**src/rtl/bus_pkg.sv**
```systemverilog
// Shared definitions for the memory/peripheral bus arbiters: FSM encoding,
// master index constants, default bus widths and a counter-width helper.
package bus_pkg;

  // Arbiter FSM encoding: idle, slave request outstanding, master response.
  typedef enum logic [1:0] {
    StIdle  = 2'd0,
    StIssue = 2'd1,
    StResp  = 2'd2
  } arb_state_e;

  // Master indices as seen by the two-way picker.
  localparam logic M_CORE   = 1'b0;
  localparam logic M_LOADER = 1'b1;

  localparam int unsigned DEFAULT_ADDR_WIDTH = 32;
  localparam int unsigned DEFAULT_DATA_WIDTH = 32;

  // Width of a counter that must hold 0..limit; never narrower than one bit.
  function automatic int unsigned cnt_width(input int unsigned limit);
    int unsigned w;
    w = 1;
    while ((limit >> w) != 0) w++;
    return w;
  endfunction

endpackage

```
**src/rtl/arb_pick2.sv**
```systemverilog
// Combinational two-way request picker. With rr_en set, a contended pick goes
// to the master that did not win last time; otherwise master 0 always wins.
module arb_pick2
  import bus_pkg::*;
(
  input  logic [1:0] req,
  input  logic       last_grant,
  input  logic       rr_en,
  output logic       grant,
  output logic       valid
);

  // Select the winning index from the request vector.
  always_comb begin
    valid = |req;
    grant = M_CORE;
    if (req == 2'b11) begin
      grant = rr_en ? ~last_grant : M_CORE;
    end else if (req[1]) begin
      grant = M_LOADER;
    end
  end

endmodule

```
**src/rtl/memory_arbiter.sv**
```systemverilog
// Two-master, one-slave arbiter for the shared memory/peripheral port.
// Master 0 is the core, master 1 the loader/debug port. A transfer is
// captured in IDLE, presented to the slave in ISSUE until s_ack or timeout,
// and reported to the granted master for one cycle in RESP.
// Optional feature: define ARBITER_ROUND_ROBIN_EN for round-robin arbitration
// of contended requests; without it master 0 has fixed priority.
module memory_arbiter
  import bus_pkg::*;
#(
  parameter int unsigned ADDR_WIDTH     = DEFAULT_ADDR_WIDTH,
  parameter int unsigned DATA_WIDTH     = DEFAULT_DATA_WIDTH,
  parameter int unsigned TIMEOUT_CYCLES = 255
) (
  input  logic                  clk,
  input  logic                  reset,
  // Master 0: core port
  input  logic                  m0_req,
  input  logic                  m0_we,
  input  logic [ADDR_WIDTH-1:0] m0_addr,
  input  logic [DATA_WIDTH-1:0] m0_wdata,
  output logic [DATA_WIDTH-1:0] m0_rdata,
  output logic                  m0_ack,
  output logic                  m0_err,
  // Master 1: loader/debug port
  input  logic                  m1_req,
  input  logic                  m1_we,
  input  logic [ADDR_WIDTH-1:0] m1_addr,
  input  logic [DATA_WIDTH-1:0] m1_wdata,
  output logic [DATA_WIDTH-1:0] m1_rdata,
  output logic                  m1_ack,
  output logic                  m1_err,
  // Slave port
  output logic                  s_req,
  output logic                  s_we,
  output logic [ADDR_WIDTH-1:0] s_addr,
  output logic [DATA_WIDTH-1:0] s_wdata,
  input  logic [DATA_WIDTH-1:0] s_rdata,
  input  logic                  s_ack
);

  localparam int unsigned CntW       = cnt_width(TIMEOUT_CYCLES);
  localparam int unsigned CntLastInt = (TIMEOUT_CYCLES == 0) ? 0 : TIMEOUT_CYCLES - 1;
  localparam logic [CntW-1:0] CntLast = CntW'(CntLastInt);
  localparam logic [CntW-1:0] CntMax  = {CntW{1'b1}};
  localparam bit TimeoutEn = (TIMEOUT_CYCLES != 0);

  arb_state_e            state_q, state_d;
  logic                  grant_q, grant_d;
  logic                  we_q, we_d;
  logic [ADDR_WIDTH-1:0] addr_q, addr_d;
  logic [DATA_WIDTH-1:0] wdata_q, wdata_d;
  logic [DATA_WIDTH-1:0] rdata_q, rdata_d;
  logic                  err_q, err_d;
  logic [CntW-1:0]       cnt_q, cnt_d;

  logic pick_grant;
  logic pick_valid;
  logic last_grant;
  logic rr_en;
  logic timeout_hit;

`ifdef ARBITER_ROUND_ROBIN_EN
  logic last_grant_q;

  // Remember the most recent winner; reset value makes the first contended
  // grant go to the core.
  always_ff @(posedge clk or negedge reset) begin
    if (!reset) begin
      last_grant_q <= M_LOADER;
    end else if (state_q == StIdle && pick_valid) begin
      last_grant_q <= pick_grant;
    end
  end

  assign last_grant = last_grant_q;
  assign rr_en      = 1'b1;
`else
  assign last_grant = M_LOADER;
  assign rr_en      = 1'b0;
`endif

  arb_pick2 u_pick (
    .req        ({m1_req, m0_req}),
    .last_grant (last_grant),
    .rr_en      (rr_en),
    .grant      (pick_grant),
    .valid      (pick_valid)
  );

  // The last permitted ISSUE cycle is the one where the counter still shows
  // TIMEOUT_CYCLES-1 before incrementing.
  assign timeout_hit = TimeoutEn && (cnt_q == CntLast);

  // Next-state and datapath capture for the transfer FSM.
  always_comb begin
    state_d = state_q;
    grant_d = grant_q;
    we_d    = we_q;
    addr_d  = addr_q;
    wdata_d = wdata_q;
    rdata_d = rdata_q;
    err_d   = err_q;
    cnt_d   = cnt_q;
    unique case (state_q)
      StIdle: begin
        if (pick_valid) begin
          grant_d = pick_grant;
          we_d    = (pick_grant == M_LOADER) ? m1_we    : m0_we;
          addr_d  = (pick_grant == M_LOADER) ? m1_addr  : m0_addr;
          wdata_d = (pick_grant == M_LOADER) ? m1_wdata : m0_wdata;
          cnt_d   = '0;
          state_d = StIssue;
        end
      end
      StIssue: begin
        cnt_d = (cnt_q == CntMax) ? cnt_q : cnt_q + 1'b1;
        // A slave ack in the timeout cycle still completes normally.
        if (s_ack) begin
          rdata_d = s_rdata;
          err_d   = 1'b0;
          state_d = StResp;
        end else if (timeout_hit) begin
          rdata_d = '0;
          err_d   = 1'b1;
          state_d = StResp;
        end
      end
      StResp: begin
        state_d = StIdle;
      end
      default: begin
        state_d = StIdle;
      end
    endcase
  end

  // State and captured-transfer registers; reset abandons any transfer.
  always_ff @(posedge clk or negedge reset) begin
    if (!reset) begin
      state_q <= StIdle;
      grant_q <= M_CORE;
      we_q    <= 1'b0;
      addr_q  <= '0;
      wdata_q <= '0;
      rdata_q <= '0;
      err_q   <= 1'b0;
      cnt_q   <= '0;
    end else begin
      state_q <= state_d;
      grant_q <= grant_d;
      we_q    <= we_d;
      addr_q  <= addr_d;
      wdata_q <= wdata_d;
      rdata_q <= rdata_d;
      err_q   <= err_d;
      cnt_q   <= cnt_d;
    end
  end

  // Outputs decoded from state and registers only.
  always_comb begin
    s_req    = (state_q == StIssue);
    s_we     = we_q;
    s_addr   = addr_q;
    s_wdata  = wdata_q;
    m0_ack   = (state_q == StResp) && (grant_q == M_CORE);
    m1_ack   = (state_q == StResp) && (grant_q == M_LOADER);
    m0_err   = m0_ack && err_q;
    m1_err   = m1_ack && err_q;
    m0_rdata = rdata_q;
    m1_rdata = rdata_q;
  end

  // Only one master is ever acknowledged, and an error always rides on an ack.
  a_ack_onehot : assert property (@(posedge clk) disable iff (!reset) !(m0_ack && m1_ack));
  a_err_m0 : assert property (@(posedge clk) disable iff (!reset) m0_err |-> m0_ack);
  a_err_m1 : assert property (@(posedge clk) disable iff (!reset) m1_err |-> m1_ack);

endmodule

```
**config.mk**
```make
export PLATFORM = sky130hd
export DESIGN_NAME = memory_arbiter
export DESIGN_NICKNAME = d
export VERILOG_FILES = /design/src/rtl/bus_pkg.sv /design/src/rtl/arb_pick2.sv /design/src/rtl/memory_arbiter.sv
export SDC_FILE = /design/constraint.sdc
export NUM_CORES = 1
export LEC_CHECK = 0
export ABC_AREA = 0
export BUFFER_PORTS_ARGS = -buffer_cell sky130_fd_sc_hd__buf_2
export CAP_MARGIN = 40
export CORE_AREA = 2 2 118 120
export CTS_BUF_LIST = sky130_fd_sc_hd__clkbuf_2
export CTS_CLUSTER_DIAMETER = 150
export DETAILED_ROUTE_END_ITERATION = 10
export DIE_AREA = 0 0 120 122
export PLACE_DENSITY = 0.76
export SYNTH_ARGS = -nofsm -noshare
export SYNTH_HDL_FRONTEND = slang
export SYNTH_SLANG_ARGS = --single-unit
```
**constraint.sdc**
```tcl
create_clock -name clk -period 1.6 [get_ports clk]
set_input_delay 0.16 -clock clk [delete_from_list [all_inputs] [get_ports clk]]
set_output_delay 0.16 -clock clk [all_outputs]
set_load 0.05 [all_outputs]
```
==> impl_results.md <==
* Share of cells above drive strength 1 at 40.1%
* Area share of and/or/nand/nor cells after synthesis at 8.29%
* Worst-path clk slew at 0.28 ns
* Max incr delay on CP at 0.51 ns
* Die Span X at 120 um
* Routed vias at 5300
* # IOs at 301
* Crit path max fanout at 4
* CTS tree: yes
* Fin cells at 1089
* Total GRT Usage at 23.8%
* Port bufs at 300
* Total CTS buffers at 9
* Slowest CP cell: dfrtp_2
* Hpwl dp at 9.88 mm
* XOR/XNOR share of the synthesized area at 0%
* R2R Path Start: cnt_q[0]
* Synth area leaders: dfrtp_1 55%, mux2i_1 13%, a22o_1 5.8%
* Hold Crit Class: in -> async
* Yosys synthesis warning count at 0
* Die area at 14600 um2
* Crit start category: flip-flop
* Fillers at 1001
* RSZ-0062 raised after global routing: yes
* # rows at 43
* Syn Std Cell Area at 4980 um2
* Synth Area in Compound Gates at 14.9%
* Final nets at 1074
* Syn_nets at 623
* Largest net degree at the start of global routing at 81
* Final WS setup at -0.230 ns
* Minimum clock period at 1.83 ns
* Largest family of logic cells by synthesized area: compound AO/OA/AOI/OAI gates
* FF-to-FF End: m0_rdata[5]
* WS Path Type: reg -> out
* Final setup viols at 12
* Cells after Synth at 454
* Max cap viols at 0
* Skew final at 0.0182 ns
* Crit path DAT at 1.67 ns
* Starting density of the core at 36.9%
* Die Height at 122 um
* Final Total Pwr at 0.0177 W
* Run status: complete, but fails checks
* Yosys reg bits at 109
* CTS sink cnt at 109
* Final GP Congestion at 0.791
* WL per Instance at 17.0 um
* Core Box Area at 13500 um2
* CP required at 1.44 ns
* Synth cell types at 35
* Vias in the first global route at 5382
* H-tree depth at 3
* Syn-to-layout area delta at 74.9%
* DRT iter0 DRCs at 294
* Peak supply drop at 1.11 mV
* DP Cell Count at 888
* Hold_ws at 0.0956 ns
* DR DRC count at 0
* Syn_area_per_cell at 11.0 um2
* Reg2Reg Depth at 6
* First-pass GRT wire length at 27.0 mm
* Clk root buf: clkbuf_2
* Total gr overflow at 0
* Achievable clock frequency at 0.546 GHz
* Post-Synth Adder-Cell Area at 0.502%
* Static leakage at 4.37 nW
* Violated checks: negative setup slack
* Final Max Slew Viols at 0
* Total iterations of the first detailed-routing run at 4
* Final Hold Vio Count at 0
* WL final at 18.5 mm
* Largest area contributor in the netlist: dfrtp_1
* CP endpoint kind: output pin
* Period utilization at 114%
* Slew HR at 65.3%
* Least-Margin Pin Slew at 0.519 ns
* R2r setup slk at -0.01 ns
* Vias per cell at 4.87
* Final antenna-violating net count at 0
* Crit path cell chain: and3b_2 > and2_4 > buf_8
* Worst-Skew Late Latency at 0.59 ns
* Share of the synthesized area in the top cell type at 54.8%
* Post-synthesis mux area share at 13.1%
* PwrDens at 2030 nW/um2
* Register area share after synthesis at 54.8%
* Antenna violations before repair at 1
* CTS max path bufs at 2
[worst max path at each step]
stage	to	cells after the start	slack, ns	start
CTS	m1_err	3	-0.25	state_q[0]
global placement	cnt_q[7]	5	0.08	cnt_q[0]
detailed placement	cnt_q[4]	6	0.04	cnt_q[0]
finish	m1_err	3	-0.23	state_q[0]
floorplan	m0_err	2	-0.006	state_q[0]
global route	m1_err	3	-0.37	state_q[0]
[Yosys cell counts, drive strengths merged]
cell type and n:
or4 1, a31oi 2, nor2b 1, a21oi 8, and3 1, nand4 2, and4 2, clkbuf 10
o21a 1, o22ai 1, nand2b 1, nand2 71, mux2i 65, inv 5, a41o 1, and3b 1
ha 2, a21o 2, a22o 33, buf 51, o21ai 68, o211ai 2, nor3b 1, and2 3
nor3 2, dfrtp 109, nand3 6, nor2 2
[metrics by stage]
step / setup slack [ns] / setup TNS, ns / cell area [um2] / utilization, %
floorplan: -0.00602 / -0.00602 / 4990 / -
global placement: 0.0847 / 0 / 6520 / 48.3
detailed placement: 0.0424 / 0 / 6520 / 48.3
CTS: -0.253 / -1.07 / 8370 / 62.0
global route: -0.374 / -4.86 / 8710 / 64.5
finish: -0.230 / -1.01 / 8710 / 64.5
[worst max-delay path: cells and delay by family, from the launching register on]
family,cells,cell delay (ns)
simple gates,2,0.43
flops,1,0.51
buf+inv,1,0.14
[cells in the final DEF, fill, tap and decap left out, types with 2 or more instances in the layout]
cell type | Yosys | layout
a21oi_1 | 8 | 8
clkinv_2 | 0 | 2
clkbuf_2 | 0 | 9
and2_4 | 0 | 2
nand4_1 | 2 | 2
o21ai_1 | 50 | 50
buf_8 | 0 | 5
inv_1 | 4 | 3
clkbuf_16 | 0 | 2
nand2_1 | 70 | 69
dfrtp_1 | 109 | 108
nand2_4 | 1 | 2
buf_4 | 37 | 18
mux2i_1 | 65 | 65
nand3_1 | 6 | 6
clkbuf_4 | 0 | 21
buf_12 | 0 | 8
nor3_1 | 2 | 2
dlygate4sd3_1 | 0 | 168
buf_6 | 3 | 5
nor2_1 | 2 | 2
a21o_1 | 2 | 2
o21ai_0 | 17 | 17
nand2_8 | 0 | 2
o211ai_1 | 2 | 2
buf_2 | 10 | 272
a22o_1 | 33 | 33
[what timing repair did]
action                                  in CTS  in global routing
pin swaps                                    2                 17
cloned                                       0                  5
endpoints found under the hold margin      214                  5
endpoints found under the setup margin       5                 90
hold buffers                               167                  1
setup buffers                                2                 10
resized for setup                           21                 43
[state kept, by name, summed over array words and instances (netlist names)]
name and cells:
s_we 1, state_q 2, s_addr 32, cnt_q 8
grant_q 1, err_q 1, m0_rdata 32, s_wdata 32
[report_power, final]
part	total, W	switching [W]	leakage (nW)	internal, W
logic	0.0115	0.00836	2.96	0.00317
registers	0.00495	0.000925	1.35	0.00402
clock network	0.00124	0.000896	0.0654	0.000340
[kinds of logic (layout without fill, tap and decap cells)]
family          count (synthesis)  in the layout
buf+inv                        66            518
fa+ha+maj                       2              2
mux                            65             65
flops                         109            109
other cells                     0              1
simple gates                   94             96
compound gates                118            118
[metal layers]
layer | routed length, um | global-route usage (%)
met1 | 6760 | 25.4
met2 | 9800 | 43.9
met3 | 1380 | 5.85
met4 | 555 | 11.5
met5 | 0 | 0
[layout make-up]
type,count,area [um2],area share [%]
clock inverters,5,52.6,0.603
diodes,1,2.50,0.0287
clock buffers,9,45.0,0.517
repair buffers,499,3680,42.2
well taps,180,225,2.58
inverters,5,26.3,0.302
multi-input cells,281,1960,22.4
flip-flops and latches,109,2730,31.3
(Power assumes the default switching activity.)
